<file path="config.mk">
export PLATFORM = sky130hd
export DESIGN_NAME = inst_fetch
export DESIGN_NICKNAME = d
export VERILOG_FILES = /design/src/rtl/fetch_pkg.sv /design/src/rtl/fetch_pc_reg.sv /design/src/rtl/inst_fetch.sv
export SDC_FILE = /design/constraint.sdc
export NUM_CORES = 1
export LEC_CHECK = 0
export ABC_CLOCK_PERIOD_IN_PS = 4900
export CAP_MARGIN = 20
export CORE_MARGIN = 2
export CORE_UTILIZATION = 46
export CTS_CLUSTER_SIZE = 28
export DETAILED_ROUTE_END_ITERATION = 12
export PLACE_DENSITY = 0.9
export SLEW_MARGIN = 10
export SYNTH_ARGS = -nofsm -noshare
export SYNTH_HDL_FRONTEND = slang
export SYNTH_HIERARCHICAL = 1
export SYNTH_SLANG_ARGS = --single-unit
</file>
<file path="constraint.sdc">
create_clock -name clk -period 4.9 [get_ports clk]
set_input_delay 1.47 -clock clk [delete_from_list [all_inputs] [get_ports clk]]
set_output_delay 1.47 -clock clk [all_outputs]
set_load 0.05 [all_outputs]
</file>
<file path="src/rtl/fetch_pkg.sv">
// Shared definitions for the instruction fetch unit: the fetch FSM state
// encoding, the instruction word width and the default reset PC.
package fetch_pkg;

  localparam int INST_W = 32;

  localparam logic [63:0] RESET_PC_DEFAULT = 64'h0000_0000_8000_0000;

  // S_DROP waits out a response whose request was made stale by a redirect.
  typedef enum logic [1:0] {
    S_REQ  = 2'd0,
    S_WAIT = 2'd1,
    S_OUT  = 2'd2,
    S_DROP = 2'd3
  } fetch_state_t;

endpackage

</file>
<file path="src/rtl/fetch_pc_reg.sv">
// Program counter register for the fetch unit.
// A redirect always wins; otherwise the PC steps by 4 when the offered
// instruction is consumed, and holds in every other cycle. The +4 wraps
// silently at 2^XLEN.
//
// Ports:
//   clk, rst_n   clock and asynchronous active-low reset
//   redir_valid  load redir_pc this cycle
//   redir_pc     redirect target
//   advance      step to the next sequential instruction
//   pc           current program counter
module fetch_pc_reg #(
  parameter int              XLEN     = 64,
  parameter logic [XLEN-1:0] RESET_PC = '0
) (
  input  logic            clk,
  input  logic            rst_n,
  input  logic            redir_valid,
  input  logic [XLEN-1:0] redir_pc,
  input  logic            advance,
  output logic [XLEN-1:0] pc
);

  always_ff @(posedge clk or negedge rst_n) begin
    if (!rst_n) begin
      pc <= RESET_PC;
    end else if (redir_valid) begin
      pc <= redir_pc;
    end else if (advance) begin
      pc <= pc + XLEN'(4);
    end
  end

endmodule

</file>
<file path="src/rtl/inst_fetch.sv">
// Single-outstanding instruction fetch unit.
// Issues one read per PC, waits for the response, offers the instruction to
// decode and steps the PC by 4 when decode consumes it. Redirects override
// everything; a response belonging to a request made stale by a redirect is
// waited out in S_DROP and discarded.
//
// Optional feature: define INST_FETCH_MISALIGN_CHK_EN to turn a PC with
// pc[1:0]!=0 into a fault entry (out_fault=1, out_inst=0) offered without a
// memory request. Without it the low PC bits are ignored for the request and
// out_fault is tied to 0.
//
// Ports:
//   clk, rst_n               clock, asynchronous active-low reset
//   req_valid/req_ready      instruction read request handshake
//   req_addr                 fetch address
//   resp_valid/resp_data     read response (always accepted)
//   out_valid/out_ready      fetched-instruction handshake to decode
//   out_pc/out_inst          PC and word of the offered entry
//   out_fault                offered entry is a misaligned-fetch fault
//   redir_valid/redir_pc     redirect to a new PC
module inst_fetch
  import fetch_pkg::*;
#(
  parameter logic [63:0] RESET_PC = RESET_PC_DEFAULT,
  parameter int          XLEN     = 64
) (
  input  logic              clk,
  input  logic              rst_n,
  output logic              req_valid,
  input  logic              req_ready,
  output logic [XLEN-1:0]   req_addr,
  input  logic              resp_valid,
  input  logic [INST_W-1:0] resp_data,
  output logic              out_valid,
  input  logic              out_ready,
  output logic [XLEN-1:0]   out_pc,
  output logic [INST_W-1:0] out_inst,
  input  logic              redir_valid,
  input  logic [XLEN-1:0]   redir_pc,
  output logic              out_fault
);

  fetch_state_t    state;
  fetch_state_t    next_state;
  logic [XLEN-1:0] pc;
  logic            run;
  logic            advance;
  logic            capture;
  logic            handshake;
`ifdef INST_FETCH_MISALIGN_CHK_EN
  logic            misaligned;
  logic            take_fault;
`endif

  fetch_pc_reg #(
    .XLEN     (XLEN),
    .RESET_PC (RESET_PC[XLEN-1:0])
  ) u_pc (
    .clk         (clk),
    .rst_n       (rst_n),
    .redir_valid (redir_valid),
    .redir_pc    (redir_pc),
    .advance     (advance),
    .pc          (pc)
  );

  // run stays low until the first edge after reset release, so no request
  // is visible while reset is asserted or before that edge.
  always_ff @(posedge clk or negedge rst_n) begin
    if (!rst_n) begin
      run <= 1'b0;
    end else begin
      run <= 1'b1;
    end
  end

`ifdef INST_FETCH_MISALIGN_CHK_EN
  assign misaligned = (pc[1:0] != 2'b00);
  assign req_valid  = run && (state == S_REQ) && !misaligned;
  assign req_addr   = pc;
`else
  assign req_valid  = run && (state == S_REQ);
  assign req_addr   = {pc[XLEN-1:2], 2'b00};
`endif

  assign handshake = req_valid && req_ready;
  assign out_valid = (state == S_OUT);
  assign out_pc    = pc;

  always_ff @(posedge clk or negedge rst_n) begin
    if (!rst_n) begin
      state <= S_REQ;
    end else begin
      state <= next_state;
    end
  end

  // Redirect is tested first in every state so it dominates handshakes and
  // responses arriving in the same cycle.
  always_comb begin
    next_state = state;
    capture    = 1'b0;
    advance    = 1'b0;
`ifdef INST_FETCH_MISALIGN_CHK_EN
    take_fault = 1'b0;
`endif
    case (state)
      S_REQ: begin
        if (redir_valid) begin
          if (handshake) begin
            next_state = S_DROP;
          end
        end
`ifdef INST_FETCH_MISALIGN_CHK_EN
        else if (run && misaligned) begin
          next_state = S_OUT;
          take_fault = 1'b1;
        end
`endif
        else if (handshake) begin
          next_state = S_WAIT;
        end
      end
      S_WAIT: begin
        if (redir_valid) begin
          next_state = resp_valid ? S_REQ : S_DROP;
        end else if (resp_valid) begin
          next_state = S_OUT;
          capture    = 1'b1;
        end
      end
      S_OUT: begin
        if (redir_valid) begin
          next_state = S_REQ;
        end else if (out_ready) begin
          next_state = S_REQ;
          advance    = 1'b1;
        end
      end
      S_DROP: begin
        if (resp_valid) begin
          next_state = S_REQ;
        end
      end
      default: next_state = S_REQ;
    endcase
  end

  always_ff @(posedge clk or negedge rst_n) begin
    if (!rst_n) begin
      out_inst <= '0;
    end else if (capture) begin
      out_inst <= resp_data;
    end
`ifdef INST_FETCH_MISALIGN_CHK_EN
    else if (take_fault) begin
      out_inst <= '0;
    end
`endif
  end

`ifdef INST_FETCH_MISALIGN_CHK_EN
  always_ff @(posedge clk or negedge rst_n) begin
    if (!rst_n) begin
      out_fault <= 1'b0;
    end else if (capture) begin
      out_fault <= 1'b0;
    end else if (take_fault) begin
      out_fault <= 1'b1;
    end
  end
`else
  assign out_fault = 1'b0;
`endif

endmodule

</file>
### Word level (Yosys, flattened, before mapping)

Cells that the tools add are included.

| word-level totals | value |
|---|---|
| logic and storage cells | 35 |
| bits in latches | 0 |
| bits in writable memories | 0 |
| bits in read-only memories | 0 |
| register bits after elaboration | 99 |
| memories | 0 |
| input bits | 102 |
| output and inout port bits | 163 |

| cells by class | value |
|---|---|
| mux-type cells | 18 |
| shift operators | 0 |
| equal/unequal tests | 7 |
| reduce and logical (&&, ||, !) cells | 5 |
| magnitude comparators | 0 |
| bitwise gates (word level) | 0 |
| add/sub/neg operators | 1 |
| divide/modulo/power cells | 0 |
| multiply operators | 0 |

Operators with widths:

| operator | number |
|---|---|
| $mux W64 | 2 |
| $add A64 B3 Y64 const B | 1 |
| $mux W2 | 9 |
| $pmux W2 S4 | 1 |
| $mux W1 | 6 |
| $eq A2 B2 Y1 const B | 2 |
| $ne A2 B2 Y1 const B | 2 |
| $reduce_and A4 Y1 | 1 |
| $ne A3 B1 Y1 const B | 1 |
| $ne A3 B3 Y1 const B | 1 |
| $eq A2 B1 Y1 const B | 1 |
| $logic_and A1 B1 Y1 | 2 |
| $logic_not A2 Y1 | 1 |
| $reduce_bool A2 Y1 | 1 |

### Longest topological paths before layout

Gate-level depths: netlist of run 1.

| depth | value |
|---|---|
| depth after elaboration | 6 |
| depth in mapped cells | 9 |
| depth with buffers taken out | 7 |

### Cells and area by module

The synthesis of run 1 kept the hierarchy.

Modules (own cells, without submodules):

| module | sequential area each (sq um) | area each (sq um) | cells an instance | instances |
|---|---|---|---|---|
| fetch_pc_reg | 1602.8 | 3769.9 | 430 | 1 |
| inst_fetch | 875.8 | 2009.4 | 152 | 1 |

### Least setup slack after synthesis of run 1

OpenSTA, ideal clock, no wires.

| path | value |
|---|---|
| kind | input port to flip-flop |
| from | input redir_valid |
| to | register u_pc.pc[63] |
| arrival | 3.298 ns |
| stages on the path | 7 |
| slack | 1.520 ns |
| required time | 4.818 ns |
| library setup time | 0.082 ns |
| path buffers | 1 |
| path through | and3b_1 > buf_2 > nand3_1 > nor3_2 > nand3_2 > or4_1 > a31oi_1 |

| on the way | value |
|---|---|
| longest elaborated chain between the ends | 3 |

Ends and longest elaborated chain:

| element | RTL line | text |
|---|---|---|
| from (decl) | inst_fetch.sv:38 | `input logic redir_valid,` |
| $mux W1 | inst_fetch.sv:133 | `if (redir_valid) begin` |
| $mux W1 | inst_fetch.sv:107 | `case (state)` |
| $reduce_bool A2 Y1 (no source line) | n/a |  |
| to (signal assigned) | fetch_pc_reg.sv:28 | `pc <= redir_pc;` |
| to (signal assigned) | fetch_pc_reg.sv:30 | `pc <= pc + XLEN'(4);` |
| to (decl) | fetch_pc_reg.sv:21 | `output logic [XLEN-1:0] pc` |

Parallel ways exist; a longest one is shown, timed or not.
A chain may end at the register's enable or synchronous reset.

### Final worst setup path of run 1

| path | value |
|---|---|
| from | input out_ready |
| to | register u_pc.pc[62] |

| on the way | value |
|---|---|
| longest elaborated chain between the ends | 4 |

Ends and longest elaborated chain:

| element | RTL line | text |
|---|---|---|
| from (decl) | inst_fetch.sv:35 | `input logic out_ready,` |
| $mux W1 | inst_fetch.sv:135 | `end else if (out_ready) begin` |
| $mux W1 | inst_fetch.sv:133 |  |
| $mux W1 | inst_fetch.sv:107 |  |
| named net advance | inst_fetch.sv:47 | `logic advance;` |
| $reduce_bool A2 Y1 (no source line) | n/a |  |

The timed path passes the listed nets, and every way through them passes these cells.

==> results.json, run 1 <==
{
  "synth_cell_type_count": 50,
  "drive_above_1_share_pct": 9.85,
  "min_path_type": "register to register",
  "cts_tree": "done",
  "slew_violations": 0,
  "avgSynthCellArea_um2": 9.93,
  "grtUsageMet2_pct": 45.1,
  "grt_max_degree": 76,
  "setup_viol": 0,
  "p_per_area_mw_per_mm2": 455,
  "synthArstFlopShare_pct": 100,
  "worst_path_max_delay_cell": "nor3_2",
  "synth_enable_flop_cells": 0,
  "period_needed_ns": 3.82,
  "grt_busiest_layer": "met2",
  "drt-total-wl_um": 17400,
  "ir_drop_v": 0.000343,
  "fin_skew_ns": 0.00616,
  "slowest_delay_ns": 0.57,
  "netlist_area_mm2": 0.00578,
  "clockBufferDepth": 2,
  "cap_violations": 0,
  "maxSlewHeadroom_pct": 35.1,
  "min_path_cells": 1,
  "met3_usage_pct": 4.24,
  "outcome": "finished clean",
  "io_pins": 265,
  "syn_to_final_growth_pct": 45.6,
  "clk_latency_ns": 0.35,
  "hp-start": "out_inst[16]$_DFFE_PN0P_",
  "cts_buffers": 9,
  "tightestPinTransition_ns": 0.973,
  "crit_arrival_ns": 4.08,
  "holdBufCountCts": 0,
  "grt.total_usage_pct": 25.4,
  "clock.fmax_ghz": 0.262,
  "rsz0062_at_grt": "no",
  "reg2reg_slack_ns": 1.95,
  "reg2reg_to": "u_pc/pc[62]$_DFFE_PN0N_",
  "place_inst": 934,
  "p_leak_nw": 3.24,
  "htreeDepth": 3,
  "final_cells": 950,
  "tns_ns": 0,
  "synth_commonest_cells": "dfrtp_1, nand2_1, buf_4, o21ai_0, nand4_1",
  "yosysTopAreaCellShare_pct": 42.4,
  "timing.final.crit_share_pct": 78.0,
  "critPathRequiredTime_ns": 5.16,
  "grt_pass1_wl_um": 26900,
  "postCtsSetupBuffers": 0,
  "cp_cell_sequence": "clkdlybuf4s50_1, and3b_1, nand3_1, nor3_2, nand4_1, or3_1, a31oi_1",
  "r2r-start": "state[0]$_DFFE_PN0P_",
  "numPortBuffers": 261,
  "syn-instance-count": 582,
  "placementRows": 40,
  "final_nets": 880,
  "synth_warnings": 6,
  "worstRegToRegCells": 7,
  "place_congestion": 0.836,
  "grt-ovfl-total": 0,
  "hpwl_um": 12800,
  "cp-startpoint": "out_ready",
  "grt_use_met1_pct": 31.1,
  "start_util_pct": 47.5,
  "root_buffer": "clkbuf_16",
  "end_kind": "register",
  "yosys_most_used_dff": "dfrtp_1",
  "grt_pass1_vias": 5214,
  "route.vias.total": 5295,
  "die_y_um": 116,
  "dr.pass1.iters": 7,
  "core-area_mm2": 0.0122,
  "cts.sinks": 99,
  "min_to": "out_inst[16]$_DFFE_PN0P_",
  "drtIter0Drc": 408,
  "synth_top_cell_by_area": "dfrtp_1",
  "hold_viol_final": 0,
  "synthTopCellsByArea": "dfrtp_1, buf_4, mux2_4",
  "ant_nets": 0,
  "cts.clk_slew.worst_paths_ns": 0.07,
  "via_per_inst": 5.57,
  "wire_per_inst_um": 18.3,
  "utilization_pct": 69.2,
  "cts_resized": 0,
  "die_area_mm2": 0.0135,
  "synth-seq-cells": 99,
  "cp-start-kind": "primary input",
  "crit_type": "primary input to register",
  "yosysMostFrequentCell": "dfrtp_1",
  "die_x_um": 116,
  "antenna_found_initial": 0,
  "critPathMaxFanout": 8,
  "yosysSeqAreaShare_pct": 42.9,
  "antenna_cells": 0,
  "drc": 0
}
cell families (layout without fill, tap and decap cells):
family	after synthesis	after routing	synth area share (%)
flops	99	99	42.9
xor+xnor	48	48	7.27
simple gates	227	227	21.8
fa+ha+maj	1	1	0.216
compound gates	74	74	7.06
mux	39	39	9.48
other cells	2	4	0.130
buf+inv	92	290	11.1
cell type report:
| cell class | instances | area, um^2 |
|---|---|---|
| flip-flops and latches | 99 | 2480 |
| repair buffers | 267 | 2650 |
| multi-input cells | 393 | 2680 |
| well taps | 168 | 210 |
| fillers | 919 | 3750 |
| clock inverters | 7 | 139 |
| inverters | 7 | 26.3 |
| clock buffers | 9 | 225 |
where the power goes:
part           switching (mW)  internal [mW]
combinational            1.10          0.677
sequential              0.182           1.00
clock                   0.315          0.551
worst max path at each step:
stage	endpoint	slack (ns)
2_1_floorplan	u_pc/pc[63]$_DFFE_PN0N_	1.52
3_3_place_gp	u_pc/pc[60]$_DFFE_PN0N_	0.82
3_5_place_dp	u_pc/pc[60]$_DFFE_PN0N_	0.78
4_1_cts	u_pc/pc[60]$_DFFE_PN0N_	1.15
5_1_grt	u_pc/pc[62]$_DFFE_PN0N_	0.86
6_report	u_pc/pc[62]$_DFFE_PN0N_	1.08
registers in the layout, summed over array words and instances (netlist names):
signal    flops
out_inst     32
run           1
state         2
u_pc/pc      64
per-layer routing:
| metal | share of wire [%] | vias up |
|---|---|---|
| met4 | 1.8 | 0 |
| met3 | 6.8 | 25 |
| met1 | 39 | 2617 |
| met5 | 0 | - |
| li1 | - | 2396 |
| met2 | 52 | 257 |
critical path: cells and delay by family:
kind | cells | cell delay (ns)
AOI/OAI and AO/OA | 1 | 0.19
buffers and inverters | 1 | 0.46
and+or+nand+nor | 5 | 1.94
layout by cell type, fill, tap and decap left out, types with 3 or more instances in the layout:
| cell type | instances |
|---|---|
| clkdlybuf4s50_1 | 259 |
| dfrtp_1 | 98 |
| nand2_1 | 73 |
| o21ai_0 | 52 |
| nand4_1 | 35 |
| xor2_1 | 32 |
| mux2_4 | 30 |
| nor2_1 | 27 |
| nand3_1 | 23 |
| xnor2_1 | 16 |
| nor4_1 | 10 |
| a31oi_1 | 10 |
| clkbuf_16 | 9 |
| buf_4 | 8 |
| nor3_1 | 8 |
| inv_1 | 7 |
| or3_1 | 7 |
| mux2_2 | 6 |
| o31ai_1 | 5 |
| or4_1 | 5 |
| a21oi_1 | 4 |
| conb_1 | 4 |
| bufinv_16 | 4 |
| and4_1 | 4 |
| nor3b_1 | 3 |
| nor4_2 | 3 |
| nor2b_1 | 3 |
| mux2i_1 | 3 |
| and2_1 | 3 |
| and3_1 | 3 |
through the flow:
stage / hold slack (ns) / total power [mW] / worst slack [ns] / cell area, um^2
after floorplan: 0.509 / 2.38 / 1.52 / 5790
after global placement: 0.491 / 2.94 / 0.823 / 8050
after detailed placement: 0.490 / 2.98 / 0.777 / 8050
after CTS: 0.512 / 3.85 / 1.15 / 8410
after global routing: 0.519 / 3.97 / 0.855 / 8410
final: 0.510 / 3.83 / 1.08 / 8410
Note: power is estimated with default switching activity, not from simulation.
==> inputs of run 2 (changes only) <==
ABC_CLOCK_PERIOD_IN_PS = 3550   (was 4900)
CORE_UTILIZATION = 42   (was 46)
PLACE_DENSITY = 0.83   (was 0.9)
clock period = 3.55 ns   (was 4.9 ns; I/O delays follow)
==> results.json, run 2 (synthesized netlist as in run 1, its figures left out) <==
{
  "hp-start": "out_inst[9]$_DFFE_PN0P_",
  "slew_violations": 0,
  "cts_resized": 0,
  "postCtsSetupBuffers": 0,
  "cts.sinks": 99,
  "cp_cell_sequence": "clkdlybuf4s50_1, and3b_1, nand3_1, nor4_2, buf_4, nand4_1, or4_1, a31oi_1",
  "wl_met1_um": 6780,
  "grt_pass1_wl_um": 26800,
  "clock.fmax_ghz": 0.322,
  "wl_met2_um": 8600,
  "slowest_delay_ns": 0.54,
  "ant_nets": 0,
  "whs_ns": 0.517,
  "critPathMaxFanout": 5,
  "worstRegToRegCells": 8,
  "min_path_type": "register to register",
  "tightestPinTransition_ns": 0.930,
  "drc": 0,
  "clockBufferDepth": 2,
  "p_sw_share_pct": 44.3,
  "final_common_cell": "clkdlybuf4s50_1",
  "outcome": "finished clean",
  "p_sw_mw": 2.23,
  "critPathBufInv": 2,
  "hold_viol_final": 0,
  "rsz0062_at_grt": "no",
  "place_congestion": 0.877,
  "route.vias.total": 5127,
  "hpwl_um": 12600,
  "placementRows": 42,
  "antenna_cells": 0,
  "seqPwrFrac_pct": 32.3,
  "r2r-start": "state[0]$_DFFE_PN0P_",
  "cts.clk_slew.worst_paths_ns": 0.07,
  "min_to": "out_inst[9]$_DFFE_PN0P_",
  "numPortBuffers": 261,
  "holdBufCountCts": 0,
  "fillers": 1097,
  "die_area_mm2": 0.0147,
  "reg.largest.list": "u_pc/pc x64, out_inst x32, state x2",
  "cts_tree": "done",
  "p_comb_share_pct": 48.9,
  "via_per_inst": 5.33,
  "path_delay_family": "simple AND/OR/NAND/NOR gates",
  "clk_latency_ns": 0.35,
  "crit_type": "primary input to register",
  "cap_violations": 0,
  "reg2reg_slack_ns": 0.93,
  "syn_to_final_growth_pct": 45.4,
  "root_buffer": "clkbuf_16",
  "grt_pass1_vias": 5211,
  "grt-ovfl-total": 0,
  "p_leak_nw": 3.23,
  "final_nets": 884,
  "worst_path_max_delay_cell": "or4_1",
  "largest_register_ffs": 64,
  "drive_above_1_share_pct": 10.3,
  "regArea_mm2": 0.00248,
  "ir_drop_v": 0.000333,
  "crit_arrival_ns": 3.38,
  "die_x_um": 121,
  "end_kind": "register",
  "wire_per_inst_um": 17.5,
  "drtIter0Drc": 388,
  "dr.pass1.iters": 5,
  "final_cell_mix": "clkdlybuf4s50_1, dfrtp_1, nand2_1, o21ai_0, nand4_1",
  "clkPwrFrac_pct": 18.8,
  "die_y_um": 121,
  "period_needed_ns": 3.11,
  "fin_skew_ns": 0.00536,
  "antenna_found_initial": 0,
  "drt-total-wl_um": 16800,
  "critPathRequiredTime_ns": 3.82,
  "io_pins": 265,
  "p_per_area_mw_per_mm2": 600,
  "multi_input_area_mm2": 0.00268,
  "setup_viol": 0,
  "regMostFlops": "u_pc/pc",
  "min_path_cells": 1,
  "maxSlewHeadroom_pct": 38.0,
  "cts_buffers": 9,
  "internal-power_mw": 2.81,
  "reg2reg_to": "u_pc/pc[60]$_DFFE_PN0N_",
  "wl_met3_um": 1050,
  "grt.total_usage_pct": 23.1,
  "cp-start-kind": "primary input",
  "tns_ns": 0,
  "timing.final.crit_share_pct": 87.6,
  "grt_max_degree": 110,
  "topRoutingLayerUsed": "met4",
  "htreeDepth": 3,
  "start_util_pct": 43.3,
  "core-area_mm2": 0.0133
}
run 2: stage by stage:
stage	instance area, um^2	utilization [%]	total power, mW	instances	setup slack [ns]
5_1_grt	8400	62.9	5.23	962	0.262
2_1_floorplan	5790	-	3.28	584	0.575
3_5_place_dp	8110	60.8	4.12	946	0.0982
6_report	8400	62.9	5.04	962	0.440
4_1_cts	8400	62.9	5.08	962	0.457
3_3_place_gp	8110	60.8	4.06	946	0.103
run 2: routing by layer:
layer,vias to the layer above,global-route usage (%)
li1,2391,-
met3,29,4.42
met5,-,0
met1,2478,28.4
met4,0,9.12
met2,229,40.0
run 2: area by class of cell:
type	instances	share of cell area, %
Timing Repair Buffer	271	32.2
Multi-Input combinational cell	393	31.9
Sequential cell	99	29.5
Clock buffer	9	2.68
Tap cell	176	2.62
Clock inverter	7	0.759
Inverter	7	0.313
run 2: worst max-delay path by stage:
| stage | start | to | slack (ns) | cells past startpoint |
|---|---|---|---|---|
| 4_1_cts | out_ready | u_pc/pc[60]$_DFFE_PN0N_ | 0.46 | 8 |
| 2_1_floorplan | redir_valid | u_pc/pc[63]$_DFFE_PN0N_ | 0.57 | 7 |
| 6_report | out_ready | u_pc/pc[60]$_DFFE_PN0N_ | 0.44 | 8 |
| 3_3_place_gp | out_ready | u_pc/pc[60]$_DFFE_PN0N_ | 0.10 | 8 |
| 5_1_grt | out_ready | u_pc/pc[60]$_DFFE_PN0N_ | 0.26 | 8 |
| 3_5_place_dp | out_ready | u_pc/pc[60]$_DFFE_PN0N_ | 0.1 | 8 |
run 2: power by group through the flow:
| stage | registers (mW) | logic, mW | clock network (mW) |
|---|---|---|---|
| floorplan | 2.49 | 0.786 | 0 |
| global placement | 1.62 | 2.44 | 0 |
| detailed placement | 1.65 | 2.46 | 0 |
| CTS | 1.63 | 2.48 | 0.970 |
| global route | 1.67 | 2.55 | 1.01 |
| finish | 1.63 | 2.46 | 0.950 |
==> inputs of run 3 (changes only) <==
HOLD_SLACK_MARGIN = 0.15   (was default)
==> results of run 3 <==
The final DEF is identical to that of run 2; final timing and power are the same.
